### config.mk
export PLATFORM = sky130hd
export DESIGN_NAME = pattern_search_engine
export DESIGN_NICKNAME = d
export VERILOG_FILES = /design/src/rtl/search_pkg.sv /design/src/rtl/search_cmp_unit.sv /design/src/rtl/pattern_search_engine.sv
export SDC_FILE = /design/constraint.sdc
export NUM_CORES = 1
export LEC_CHECK = 0
export ABC_AREA = 1
export BUFFER_PORTS_ARGS = -buffer_cell sky130_fd_sc_hd__buf_2
export CAP_MARGIN = 10
export CORE_ASPECT_RATIO = 0.75
export CORE_MARGIN = 2
export CORE_UTILIZATION = 36
export DETAILED_ROUTE_END_ITERATION = 10
export SYNTH_ARGS = -nofsm -noshare
export SYNTH_HDL_FRONTEND = slang
export SYNTH_SLANG_ARGS = --single-unit
### constraint.sdc
create_clock -name CLK100MHZ -period 5.55 [get_ports CLK100MHZ]
set_clock_uncertainty 0.15 [all_clocks]
set_input_delay 0.2775 -clock CLK100MHZ [delete_from_list [all_inputs] [get_ports CLK100MHZ]]
set_output_delay 0.2775 -clock CLK100MHZ [all_outputs]
set_load 0.02 [all_outputs]
### src/rtl/search_pkg.sv
// ---------------------------------------------------------------------------
// search_pkg: shared FSM state type, width helper and default BRAM geometry.
// Revision: 1.0
// ---------------------------------------------------------------------------
`default_nettype none

package search_pkg;

  localparam int DEF_DATA_W = 8;
  localparam int DEF_ADDR_W = 8;

  typedef enum logic [2:0] {
    S_IDLE  = 3'd0,
    S_ISSUE = 3'd1,
    S_WAIT  = 3'd2,
    S_CMP   = 3'd3,
    S_FIN   = 3'd4
  } state_t;

  function automatic int clog2(input int n);
    int r;
    r = 0;
    while ((1 << r) < n) r++;
    return r;
  endfunction

endpackage

`default_nettype wire

### src/rtl/search_cmp_unit.sv
// ---------------------------------------------------------------------------
// search_cmp_unit: selects pattern symbol i_sel and compares it with i_data.
// Revision: 1.0
// ---------------------------------------------------------------------------
`default_nettype none

module search_cmp_unit
  import search_pkg::*;
#(
  parameter int DATA_W  = DEF_DATA_W,
  parameter int MAX_PAT = 8
) (
  input  logic [MAX_PAT*DATA_W-1:0]      i_pattern,
  input  logic [clog2(MAX_PAT+1)-1:0]    i_sel,
  input  logic [DATA_W-1:0]              i_data,
  output logic                           o_eq
);

  localparam int SEL_W = clog2(MAX_PAT + 1);

  logic [DATA_W-1:0] w_sym;

  always_comb begin
    w_sym = '0;
    for (int n = 0; n < MAX_PAT; n++) begin
      if (i_sel == SEL_W'(n)) w_sym = i_pattern[n*DATA_W +: DATA_W];
    end
  end

  assign o_eq = (w_sym == i_data);

endmodule

`default_nettype wire

### src/rtl/pattern_search_engine.sv
// ---------------------------------------------------------------------------
// pattern_search_engine: walks a BRAM block and reports the first address
// where a 1..MAX_PAT symbol pattern matches; resumable. Revision: 1.0
// ---------------------------------------------------------------------------
`default_nettype none

module pattern_search_engine
  import search_pkg::*;
#(
  parameter int DATA_W  = DEF_DATA_W,
  parameter int ADDR_W  = DEF_ADDR_W,
  parameter int MAX_PAT = 8,
  parameter int MEM_LAT = 1
) (
  input  logic                          CLK100MHZ,
  input  logic                          reset,
  input  logic                          start,
  input  logic                          resume,
  input  logic [MAX_PAT*DATA_W-1:0]     pattern,
  input  logic [clog2(MAX_PAT+1)-1:0]   pat_len,
  input  logic [ADDR_W-1:0]             base_addr,
  input  logic [ADDR_W:0]               blk_len,
  output logic                          mem_en,
  output logic [ADDR_W-1:0]             mem_addr,
  input  logic [DATA_W-1:0]             mem_dout,
  output logic                          busy,
  output logic                          done,
  output logic                          found,
  output logic [ADDR_W-1:0]             match_addr
);

  localparam int PLW       = clog2(MAX_PAT + 1);
  localparam int OW        = ADDR_W + 1;
  localparam int WCW       = (MEM_LAT > 2) ? clog2(MEM_LAT) : 1;
  localparam int WAIT_LAST = (MEM_LAT > 1) ? MEM_LAT - 2 : 0;

  state_t                    r_state, w_state_nxt;
  logic [MAX_PAT*DATA_W-1:0] r_pat;
  logic [PLW-1:0]            r_pat_len, r_j, w_j_nxt;
  logic [ADDR_W-1:0]         r_base, r_match_addr, w_match_nxt;
  logic [ADDR_W-1:0]         r_mem_addr, w_addr_nxt, w_base_src;
  logic [OW-1:0]             r_last, r_k, w_k_nxt, w_k_inc;
  logic [WCW-1:0]            r_wcnt, w_wcnt_nxt;
  logic                      r_found, w_found_nxt, r_mem_en;
  logic                      w_load, w_degen, w_eq, w_busy_nxt;

  search_cmp_unit #(
    .DATA_W  (DATA_W),
    .MAX_PAT (MAX_PAT)
  ) u_cmp (
    .i_pattern (r_pat),
    .i_sel     (r_j),
    .i_data    (mem_dout),
    .o_eq      (w_eq)
  );

  assign w_degen = (pat_len == '0) || (pat_len > PLW'(MAX_PAT)) ||
                   (blk_len < OW'(pat_len));
  assign w_k_inc = r_k + 1'b1;

  always_comb begin
    w_state_nxt = r_state;
    w_j_nxt     = r_j;
    w_k_nxt     = r_k;
    w_found_nxt = r_found;
    w_match_nxt = r_match_addr;
    w_wcnt_nxt  = '0;
    w_load      = 1'b0;
    case (r_state)
      S_IDLE, S_FIN: begin
        if (start) begin
          w_load      = 1'b1;
          w_k_nxt     = '0;
          w_j_nxt     = '0;
          w_found_nxt = 1'b0;
          w_state_nxt = w_degen ? S_FIN : S_ISSUE;
        end else if (resume && (r_state == S_FIN) && r_found) begin
          w_k_nxt     = w_k_inc;
          w_j_nxt     = '0;
          w_found_nxt = 1'b0;
          w_state_nxt = (w_k_inc > r_last) ? S_FIN : S_ISSUE;
        end
      end
      S_ISSUE: w_state_nxt = (MEM_LAT > 1) ? S_WAIT : S_CMP;
      S_WAIT: begin
        w_wcnt_nxt = r_wcnt + 1'b1;
        if (r_wcnt == WCW'(WAIT_LAST)) begin
          w_wcnt_nxt  = '0;
          w_state_nxt = S_CMP;
        end
      end
      S_CMP: begin
        if (w_eq && (r_j == r_pat_len - 1'b1)) begin
          w_found_nxt = 1'b1;
          w_match_nxt = r_base + r_k[ADDR_W-1:0];
          w_state_nxt = S_FIN;
        end else if (w_eq) begin
          w_j_nxt     = r_j + 1'b1;
          w_state_nxt = S_ISSUE;
        end else begin
          w_j_nxt     = '0;
          w_k_nxt     = w_k_inc;
          w_state_nxt = (w_k_inc > r_last) ? S_FIN : S_ISSUE;
        end
      end
      default: w_state_nxt = S_IDLE;
    endcase
  end

  // Enable stays up through WAIT/CMP so a pipelined BRAM keeps advancing.
  assign w_busy_nxt = (w_state_nxt == S_ISSUE) || (w_state_nxt == S_WAIT) ||
                      (w_state_nxt == S_CMP);
  assign w_base_src = w_load ? base_addr : r_base;
  assign w_addr_nxt = w_base_src + w_k_nxt[ADDR_W-1:0] + ADDR_W'(w_j_nxt);

  always_ff @(posedge CLK100MHZ) begin
    if (reset) begin
      r_state      <= S_IDLE;
      r_pat        <= '0;
      r_pat_len    <= '0;
      r_base       <= '0;
      r_last       <= '0;
      r_k          <= '0;
      r_j          <= '0;
      r_wcnt       <= '0;
      r_found      <= 1'b0;
      r_match_addr <= '0;
      r_mem_en     <= 1'b0;
      r_mem_addr   <= '0;
    end else begin
      r_state      <= w_state_nxt;
      r_k          <= w_k_nxt;
      r_j          <= w_j_nxt;
      r_wcnt       <= w_wcnt_nxt;
      r_found      <= w_found_nxt;
      r_match_addr <= w_match_nxt;
      r_mem_en     <= w_busy_nxt;
      if (w_busy_nxt) r_mem_addr <= w_addr_nxt;
      if (w_load) begin
        r_pat     <= pattern;
        r_pat_len <= pat_len;
        r_base    <= base_addr;
        r_last    <= blk_len - OW'(pat_len);
      end
    end
  end

  assign mem_en     = r_mem_en;
  assign mem_addr   = r_mem_addr;
  assign busy       = (r_state == S_ISSUE) || (r_state == S_WAIT) || (r_state == S_CMP);
  assign done       = (r_state == S_FIN);
  assign found      = r_found;
  assign match_addr = r_match_addr;

endmodule

`default_nettype wire
==> flow_metrics.py, run 1 <==
metrics = {
    "synthesis": {
        "synth_common_cells": "nor2_1, nand2_1, dfxtp_1",
        "synth-edff-count": 0,
        "synth_top_family_by_area": "simple AND/OR/NAND/NOR gates",
        "synth_compound_area_share_pct": 13.2,
        "syn_nets": 1140,
        "synth_cell_types": 41,
        "synth_xor_area_share_pct": 3.82,
        "synth_most_common_cell": "nor2_1",
        "yosysWarnings": 0,
        "synth_fa_ha_area_share_pct": 8.40,
        "ys_async_sr_fraction_pct": 0,
        "mappedNetlistArea_sq_um": 6880,
        "synthMuxAreaShare_pct": 0.291,
        "synthSimpleGateAreaFrac_pct": 29.6,
        "synth_area_per_cell_sq_um": 6.87,
        "synth_flop_cell": "dfxtp_1",
        "synth_top_area_share_pct": 34.9,
        "netlist_instances": 1001,
        "yosys.area.top_type": "dfxtp_1",
        "synth_seq_cells": 120,
        "ys_seq_area_share_pct": 34.9,
        "synth_area_leaders": "dfxtp_1, nor2_1, nand2_1",
    },
    "worst_setup_path": {
        "arrival_ns": 5.30,
        "slowest_delay_ns": 0.50,
        "crit_fanout": 10,
        "cp.required_ns": 5.75,
        "end_kind": "register",
        "critPathSlowestCell": "fa_1",
        "crit_top_cell": "nand2_1",
        "critPathLaunchType": "register",
        "crit_type": "register to register",
    },
    "clock_network": {
        "cts_made_buffers": 17,
        "cts_sinks": 120,
        "post_cts_buffers": 0,
        "path_clk_slew_ns": 0.06,
        "cts-root-buf": "clkbuf_16",
        "ctsHtreeMaxLevel": 4,
        "clk_path_buf_depth": 2,
        "clkLatencyLatePin_ns": 0.42,
        "tritoncts": "done",
    },
    "sta": {
        "fin_crit_sh_pct": 91.9,
        "hold_viol_final": 0,
        "rsz0062_at_grt": "false",
        "max_slew.worst_pin.slew_ns": 0.837,
        "period_needed_ns": 5.10,
        "maxSlewViolCount": 0,
        "final.setup.tns_ns": 0,
        "timing.slew.headroom_pct": 44.2,
        "fmax_mhz": 196,
        "finalSetupViolCount": 0,
    },
    "placed_design": {
        "dp_hpwl_mm": 13.7,
        "dpl-instance-area_sq_um": 7590,
        "gp_congestion": 0.896,
        "io_buffers": 116,
    },
    "detailed_routing": {
        "drc_errors": 0,
        "via_count": 6684,
        "routed_wirelength_mm": 19.1,
        "drt_iter0_markers": 482,
        "antenna_left": 0,
        "firstDrtPassIters": 5,
        "wl_per_cell_microns": 13.4,
        "vias_per_cell": 4.69,
    },
    "power_and_ir_drop": {
        "cellPowerDensity_nw_per_um2": 313,
        "leakagePower_nw": 4.36,
        "vdd.ir_drop.worst_v": 0.000165,
        "power_mw": 2.77,
    },
    "floorplanning": {
        "start_util_pct": 37.0,
        "die_area_sq_um": 20200,
        "fp.dieH_microns": 124,
        "die_w_microns": 164,
        "core.rowCount": 43,
        "io_pins": 117,
        "core-area_sq_um": 18600,
    },
    "global_route": {
        "grt_first_pass_wirelength_mm": 30.7,
        "antenna_found_initial": 0,
        "grt_usage_pct": 19.4,
        "grt_pass1_vias": 6122,
        "grt_overflow_total": 0,
        "grt_max_degree": 94,
    },
    "layout": {
        "syn2layout_area_growth_pct": 28.9,
        "nNetsFinal": 1304,
        "fill_cells": 1919,
        "antennaDiodeCount": 0,
        "stdcell_area_sq_um": 8870,
        "drive_above_1_share_pct": 16.6,
    },
    "worst_hold_path": {
        "min_path_type": "primary input to register",
    },
    "flow_run": {
        "cap_violations": 0,
    },
    "outcome": {
        "status": "complete, no violations",
    },
}
-- registers in the layout, indices dropped and copies added, names as in the netlist --
signal      count
found           1
r_k             9
mem_en          1
r_pat_len       4
r_state         3
r_pat          64
r_last          9
mem_addr        8
r_base          8
match_addr      8
r_wcnt          1
r_j             4
-- per-stage QoR --
stage	hold WS (ns)	setup WS (ns)	std cells	util (%)
5_1_grt	0.0261	0.0425	1425	47.6
6_report	0.0139	0.448	1425	47.6
2_1_floorplan	0.262	1.08	1001	-
4_1_cts	0.00269	0.288	1425	47.6
3_5_place_dp	0.311	0.322	1326	40.8
3_3_place_gp	0.304	0.465	1326	40.8
-- power by group --
group,internal [mW],switching [mW]
logic,0.251,0.386
registers,0.963,0.0638
clock network,0.671,0.438
-- worst paths after layout --
path                    to          start  depth (start not counted)  slack (ns)
min              r_base[2]   base_addr[2]                          3        0.01
min reg2reg  match_addr[6]  match_addr[6]                          2        0.32
max reg2reg    mem_addr[7]         r_j[1]                         31        0.45
max            mem_addr[7]         r_j[1]                         31        0.45
-- metal layers --
metal	GRT usage [%]	up-vias	share of wire, %
met5	0	-	0
met4	5.59	0	1.2
met3	3.56	19	4.7
met2	27.6	167	40
met1	29.6	2967	54
li1	-	3531	-
-- layout by cell type, fill, tap and decap left out, types with 9 or more instances in the layout --
master,instances
nor2_1,193
nand2_1,161
dfxtp_1,120
buf_2,116
inv_1,111
o21ai_0,103
dlygate4sd3_1,67
nand3_1,53
a21oi_1,43
ha_1,34
xor2_1,21
clkbuf_16,17
or2_2,12
nand4_1,10
inv_2,9
xnor2_1,9
o21ai_1,9
-- area by class of cell --
type                       count  area, sq um  share of cell area [%]
clock buffer                  18          429                    4.84
timing repair buffer         187         1280                    14.5
inverter                     121          458                    5.17
clock inverter                14          164                    1.85
tap                          247          309                    3.49
multi-input combinational    718         3820                    43.1
sequential                   120         2400                    27.1
-- timing repair --
action	in CTS	in global routing
hold buffers	67	0
resized for setup	0	4
endpoints found under the hold margin	67	0
endpoints found under the setup margin	0	1
-- critical path, delay by kind of cell, from the launching register on --
| family | cells | cell delay (ns) |
|---|---|---|
| AND/OR/NAND/NOR | 18 | 1.93 |
| AO/OA/AOI/OAI | 4 | 0.59 |
| flip-flops | 1 | 0.42 |
| XOR/XNOR | 1 | 0.19 |
| adder cells (fa/ha/maj) | 4 | 1.40 |
| buffers and inverters | 4 | 0.33 |
-- cells by family after synthesis --
kind of cell	after synthesis
xor+xnor	30
other cells	1
buf+inv	163
flops	120
simple gates	471
fa+ha+maj	42
mux	2
compound gates	172
No activity file was read; power rests on OpenSTA's default activity.
==> inputs of run 2 (changes only) <==
Settings changed: ABC_AREA 1 to 0, SKIP_LAST_GASP set to 1.
==> flow_metrics.py, run 2 <==
metrics = {
    "layout": {
        "antennaDiodeCount": 0,
        "stdcell_area_sq_um": 9280,
        "largest-register": "r_pat",
        "final_cells": 1322,
        "reg_top3": "r_pat x64, r_k x9, r_last x9",
        "syn2layout_area_growth_pct": 32.5,
        "layout_commonest_cell": "nand2_1",
        "drive_above_1_share_pct": 20.2,
        "nNetsFinal": 1195,
        "largest_reg_flops": 64,
        "final_cell_mix": "nand2_1, a21oi_1, dfxtp_1",
    },
    "worst_setup_path": {
        "rrSetupSlack_ns": 0.28,
        "end_kind": "register",
        "cp.required_ns": 5.72,
        "rr_endpoint": "mem_addr[7]",
        "critPathLaunchType": "register",
        "timing.rr.start": "r_j[0]",
        "arrival_ns": 5.44,
        "crit_type": "register to register",
        "crit_fanout": 9,
        "worstRegToRegCells": 23,
    },
    "sta": {
        "finalSetupViolCount": 0,
        "period_needed_ns": 5.27,
        "fmax_mhz": 190,
        "maxSlewViolCount": 0,
        "hold-worst-slack_ns": 0.0112,
        "hold_viol_final": 0,
        "max_slew.worst_pin.slew_ns": 0.813,
        "fin_crit_sh_pct": 94.9,
        "timing.slew.headroom_pct": 45.8,
    },
    "clock_network": {
        "cts-root-buf": "clkbuf_16",
        "clkLatencyLatePin_ns": 0.43,
        "tritoncts": "done",
        "cts_sinks": 120,
        "path_clk_slew_ns": 0.06,
        "ctsHtreeMaxLevel": 4,
        "clk_path_buf_depth": 2,
        "cts_made_buffers": 17,
    },
    "worst_hold_path": {
        "holdPathStages": 3,
        "worstHoldStart": "pat_len[1]",
        "min_to": "r_pat_len[1]",
        "min_path_type": "primary input to register",
    },
    "floorplanning": {
        "fp.dieH_microns": 125,
        "core-area_sq_um": 19200,
        "die_area_sq_um": 20600,
        "io_pins": 117,
        "start_util_pct": 36.4,
        "core.rowCount": 44,
        "die_w_microns": 165,
    },
    "detailed_routing": {
        "antenna_left": 0,
        "routed_wirelength_mm": 21.2,
        "vias_per_cell": 5.11,
        "via_count": 6760,
        "wl_per_cell_microns": 16.0,
        "firstDrtPassIters": 5,
        "drt_iter0_markers": 475,
        "drc_errors": 0,
    },
    "power_and_ir_drop": {
        "internal_power_mw": 1.86,
        "switching_share_pct": 30.7,
        "power_frac_comb_pct": 21.0,
        "power_frac_seq_pct": 37.4,
        "cellPowerDensity_nw_per_um2": 289,
        "vdd.ir_drop.worst_v": 0.000169,
        "clkPwrFrac_pct": 41.6,
        "switchingPower_mw": 0.822,
        "leakagePower_nw": 3.93,
    },
    "synthesis": {
        "synth_area_per_cell_sq_um": 7.94,
        "syn_nets": 1021,
        "yosysWarnings": 0,
        "ys_async_sr_fraction_pct": 0,
        "ys_seq_area_share_pct": 34.3,
        "synth-edff-count": 0,
        "synth_seq_cells": 120,
        "synth_top_area_share_pct": 34.3,
        "synth_most_common_cell": "nand2_1",
        "synth_flop_cell": "dfxtp_1",
        "mappedNetlistArea_sq_um": 7000,
        "synth_cell_types": 82,
        "netlist_instances": 882,
        "synth_area_leaders": "dfxtp_1, nand2_1, a21oi_1",
        "synth_common_cells": "nand2_1, a21oi_1, dfxtp_1",
        "yosys.area.top_type": "dfxtp_1",
    },
    "global_route": {
        "grt_first_pass_wirelength_mm": 33.3,
        "antenna_found_initial": 0,
        "grt_usage_pct": 20.8,
        "grt_pass1_vias": 6335,
        "grt_max_degree": 76,
        "grt_overflow_total": 0,
    },
    "outcome": {
        "status": "complete, no violations",
    },
    "placed_design": {
        "dpl-instance-area_sq_um": 7770,
        "dp.cells": 1213,
        "gp_congestion": 0.937,
        "io_buffers": 116,
        "dp_hpwl_mm": 14.9,
    },
    "flow_run": {
        "cap_violations": 0,
    },
}
==> run 2: cell count changes after synthesis, moves of 10 or more <==
cell      previous run  this run
xnor2_1              9        29
clkbuf_1            28        38
inv_1              114        44
a21oi_1             43       126
a211oi_1             1        15
xor2_1              21        11
o21ai_0            104        28
nor2_1             194        36
nand2_1            161       186
nand3_1             53        16
or2_2               12         2
==> run 2: area by class of cell <==
class | instances | area [sq um]
fill | 1871 | 9940
multi-input combinational | 662 | 4300
sequential | 120 | 2410
timing repair buffer | 210 | 1480
clock buffer | 19 | 453
tap | 253 | 317
inverter | 45 | 169
clock inverter | 13 | 146
==> run 2: worst max path at each step <==
stage	endpoint	from	cells after the start	slack (ns)
CTS	mem_addr[7]	r_j[1]	25	0.19
finish	mem_addr[7]	r_j[0]	23	0.28
global route	mem_addr[7]	r_j[0]	24	-0.009
floorplan	mem_addr[7]	r_j[1]	23	0.94
detailed placement	mem_addr[7]	r_j[1]	25	0.25
global placement	mem_addr[7]	r_j[1]	23	0.35
==> run 2: layer usage <==
metal,track usage [%],vias up,wire [microns],part of all wire (%)
li1,-,3404,-,-
met1,32.5,3132,11300,53
met2,28.4,200,8390,40
met3,3.80,24,1170,5.5
met4,6.24,0,317,1.5
met5,0,-,0,0
==> run 2: cell families after synthesis <==
group                      count (synthesis)  synth area share, %
AOI/OAI and AO/OA                        249                 23.1
xor gates and xnor gates                  40                 5.00
adders and majority gates                 42                 8.26
buffers and inverters                    100                 6.13
DFF                                      120                 34.3
muxes                                     12                 1.79
other                                      1               0.0536
and+or+nand+nor                          318                 21.4
==> run 2: metrics by stage <==
step | worst slack (ns) | TNS, ns | utilization (%) | power [mW]
after detailed placement | 0.252 | 0 | 40.5 | 1.53
after global routing | -0.00923 | -0.00923 | 48.3 | 2.81
final | 0.283 | 0 | 48.3 | 2.68
after global placement | 0.350 | 0 | 40.5 | 1.52
after floorplan | 0.943 | 0 | - | 1.36
after CTS | 0.186 | 0 | 47.4 | 2.69
==> run 2: power by group through the flow <==
stage          clock network (mW)  logic [mW]  registers, mW
3_3_place_gp                    0       0.505           1.02
4_1_cts                      1.13       0.553           1.00
2_1_floorplan                   0       0.351           1.01
6_report                     1.12       0.563           1.00
5_1_grt                      1.17       0.630           1.01
3_5_place_dp                    0       0.509           1.02
==> run 2: worst max-delay path: stages, from the launching register on <==
cell      delay [ns]
dfxtp_2         0.37
ha_1            0.23
buf_4           0.18
or3_4           0.38
a221oi_2        0.24
o22ai_1         0.16
a211oi_2        0.37
nand4_4         0.20
nor3_4          0.30
a21oi_1         0.14
o21a_1          0.25
fa_1            0.42
inv_1           0.06
ha_1            0.16
inv_1           0.06
fa_2            0.34
nor2b_1         0.12
o21ai_0         0.08
nand2b_1        0.11
a21o_1          0.16
a21oi_2         0.07
xnor2_1         0.13
xnor2_1         0.13
o41ai_1         0.32
==> run 2: repair_timing <==
item / CTS / global route
endpoints found under the setup margin: 0 / 3
resized for setup: 0 / 29
hold buffers: 73 / 0
hold endpoints to repair: 73 / 0
setup buffers: 0 / 4
==> inputs of run 3 (changes only) <==
Settings changed: SYNTH_HIERARCHICAL set to 1.
==> flow_metrics.py, run 3 <==
metrics = {
    "outcome": {
        "status": "complete, no violations",
    },
    "synthesis": {
        "synth_seq_cells": 120,
        "yosysWarnings": 6,
        "syn_nets": 963,
        "synth_common_cells": "nand2_1, dfxtp_1, a21oi_1",
        "synth_top_area_share_pct": 36.0,
        "synth_area_per_cell_sq_um": 8.08,
        "mappedNetlistArea_sq_um": 6680,
        "netlist_instances": 827,
        "synth_flop_cell": "dfxtp_1",
        "synth_area_leaders": "dfxtp_1, nand2_1, a21oi_1",
        "yosys.area.top_type": "dfxtp_1",
        "ys_async_sr_fraction_pct": 0,
        "synth_cell_types": 74,
        "synth-edff-count": 0,
        "synth_most_common_cell": "nand2_1",
        "ys_seq_area_share_pct": 36.0,
    },
    "flow_run": {
        "cap_violations": 0,
    },
    "worst_setup_path": {
        "crit_type": "register to register",
        "worstRegToRegCells": 21,
        "arrival_ns": 5.33,
        "crit_fanout": 14,
        "end_kind": "register",
        "critPathLaunchType": "register",
        "cp.required_ns": 5.73,
    },
    "worst_hold_path": {
        "min_path_type": "primary input to register",
        "holdPathStages": 3,
    },
    "clock_network": {
        "cts_sinks": 120,
        "cts_made_buffers": 17,
        "ctsHtreeMaxLevel": 4,
        "tritoncts": "done",
        "clk_path_buf_depth": 2,
        "cts-root-buf": "clkbuf_16",
        "path_clk_slew_ns": 0.06,
        "clkLatencyLatePin_ns": 0.43,
    },
    "placed_design": {
        "io_buffers": 116,
        "dp_hpwl_mm": 13.6,
        "gp_congestion": 0.911,
        "dpl-instance-area_sq_um": 7460,
    },
    "floorplanning": {
        "fp.dieH_microns": 122,
        "core-area_sq_um": 18300,
        "start_util_pct": 36.4,
        "die_area_sq_um": 19700,
        "die_w_microns": 161,
        "io_pins": 117,
        "core.rowCount": 43,
    },
    "layout": {
        "final_cell_mix": "nand2_1, dfxtp_1, buf_2",
        "largest_reg_flops": 64,
        "nNetsFinal": 1138,
        "layout_commonest_cell": "nand2_1",
        "fill_cells": 1805,
        "stdcell_area_sq_um": 8840,
        "reg_top3": "r_pat x64, r_k x9, r_last x9",
        "drive_above_1_share_pct": 18.3,
        "syn2layout_area_growth_pct": 32.2,
        "postLayoutCoreUtil_pct": 48.2,
        "antennaDiodeCount": 0,
        "largest-register": "r_pat",
    },
    "detailed_routing": {
        "drt_iter0_markers": 448,
        "wl_per_cell_microns": 15.2,
        "vias_per_cell": 4.99,
        "drc_errors": 0,
        "antenna_left": 0,
        "via_count": 6303,
        "firstDrtPassIters": 5,
        "routed_wirelength_mm": 19.1,
    },
    "sta": {
        "hold_viol_final": 0,
        "period_needed_ns": 5.15,
        "max_slew.worst_pin.slew_ns": 0.974,
        "fin_crit_sh_pct": 92.8,
        "fmax_mhz": 194,
        "rsz0062_at_grt": "false",
        "hold-worst-slack_ns": 0.00837,
        "finalSetupViolCount": 0,
        "timing.slew.headroom_pct": 34.5,
        "final.setup.tns_ns": 0,
        "maxSlewViolCount": 0,
    },
    "global_route": {
        "antenna_found_initial": 0,
        "grt_pass1_vias": 5965,
        "grt_usage_pct": 19.9,
        "grt_max_degree": 88,
        "grt_overflow_total": 0,
        "grt_first_pass_wirelength_mm": 30.8,
    },
    "power_and_ir_drop": {
        "power_mw": 2.70,
        "switchingPower_mw": 0.823,
        "power_frac_comb_pct": 19.9,
        "internal_power_mw": 1.88,
        "cellPowerDensity_nw_per_um2": 306,
        "vdd.ir_drop.worst_v": 0.000163,
        "power_frac_seq_pct": 36.8,
        "switching_share_pct": 30.5,
        "leakagePower_nw": 3.64,
        "clkPwrFrac_pct": 43.3,
    },
}
-- run 3: repair_timing --
item	CTS	global route
buffers inserted	0	0
endpoints found under the hold margin	73	0
setup endpoints to repair	0	3
hold buffers	73	0
gates resized for setup	0	8
-- run 3: stage by stage --
stage / worst slack [ns] / cells
global route: 0.0368 / 1262
finish: 0.397 / 1262
detailed placement: 0.263 / 1157
CTS: 0.214 / 1262
global placement: 0.315 / 1157
floorplan: 0.496 / 827
-- run 3: worst paths after layout --
| path | slack, ns | endpoint | startpoint |
|---|---|---|---|
| setup / recovery | 0.40 | mem_addr[7] | r_j[1] |
| hold / removal | 0.008 | r_base[7] | base_addr[7] |
| setup reg to reg | 0.40 | mem_addr[7] | r_j[1] |
| hold reg to reg | 0.30 | r_pat[38] | r_pat[38] |
-- run 3: cell type report --
cell class,count,area [sq um],area share (%)
clock buffer,17,425,4.81
clock inverter,15,191,2.17
inverter,33,124,1.40
multi-input combinational,631,3990,45.2
sequential,120,2410,27.2
tap,247,309,3.50
timing repair buffer,199,1390,15.7
-- run 3: power groups by stage --
| stage | clock, mW | combinational [mW] | sequential, mW |
|---|---|---|---|
| 2_1_floorplan | 0 | 0.338 | 1.01 |
| 3_3_place_gp | 0 | 0.491 | 1.01 |
| 3_5_place_dp | 0 | 0.493 | 1.01 |
| 4_1_cts | 1.19 | 0.537 | 0.995 |
| 5_1_grt | 1.23 | 0.603 | 1.00 |
| 6_report | 1.17 | 0.538 | 0.995 |
-- run 3: worst max-delay path, cell delays in order (launching register included) --
cell      delay, ns
dfxtp_1        0.33
buf_4          0.20
nor3b_2        0.48
a22oi_2        0.16
xnor2_1        0.19
a221oi_1       0.07
o32ai_1        0.28
and4b_1        0.25
buf_4          0.17
o22ai_2        0.32
o21ai_0        0.15
nand2_1        0.08
o21ai_0        0.17
fa_1           0.57
inv_1          0.07
fa_1           0.45
nor2b_1        0.16
o31a_1         0.15
o22ai_1        0.09
xnor2_1        0.21
xnor2_1        0.09
a221oi_1       0.27
-- run 3: kinds of logic after synthesis --
kind of cell / after synthesis / share of synthesized area [%]
muxes: 31 / 5.11
buffers and inverters: 76 / 4.79
other: 1 / 0.0561
xor gates and xnor gates: 39 / 5.11
DFF: 120 / 36.0
adders and majority gates: 39 / 8.09
AOI/OAI and AO/OA: 209 / 19.9
and+or+nand+nor: 312 / 21.0
-- run 3: metal layers --
layer / vias to the layer above / wire [microns] / GRT usage [%]
li1: 3215 / - / -
met1: 2914 / 9860 / 29.6
met2: 158 / 8120 / 28.7
met3: 16 / 946 / 4.49
met4: 0 / 209 / 4.97
met5: - / 0 / 0
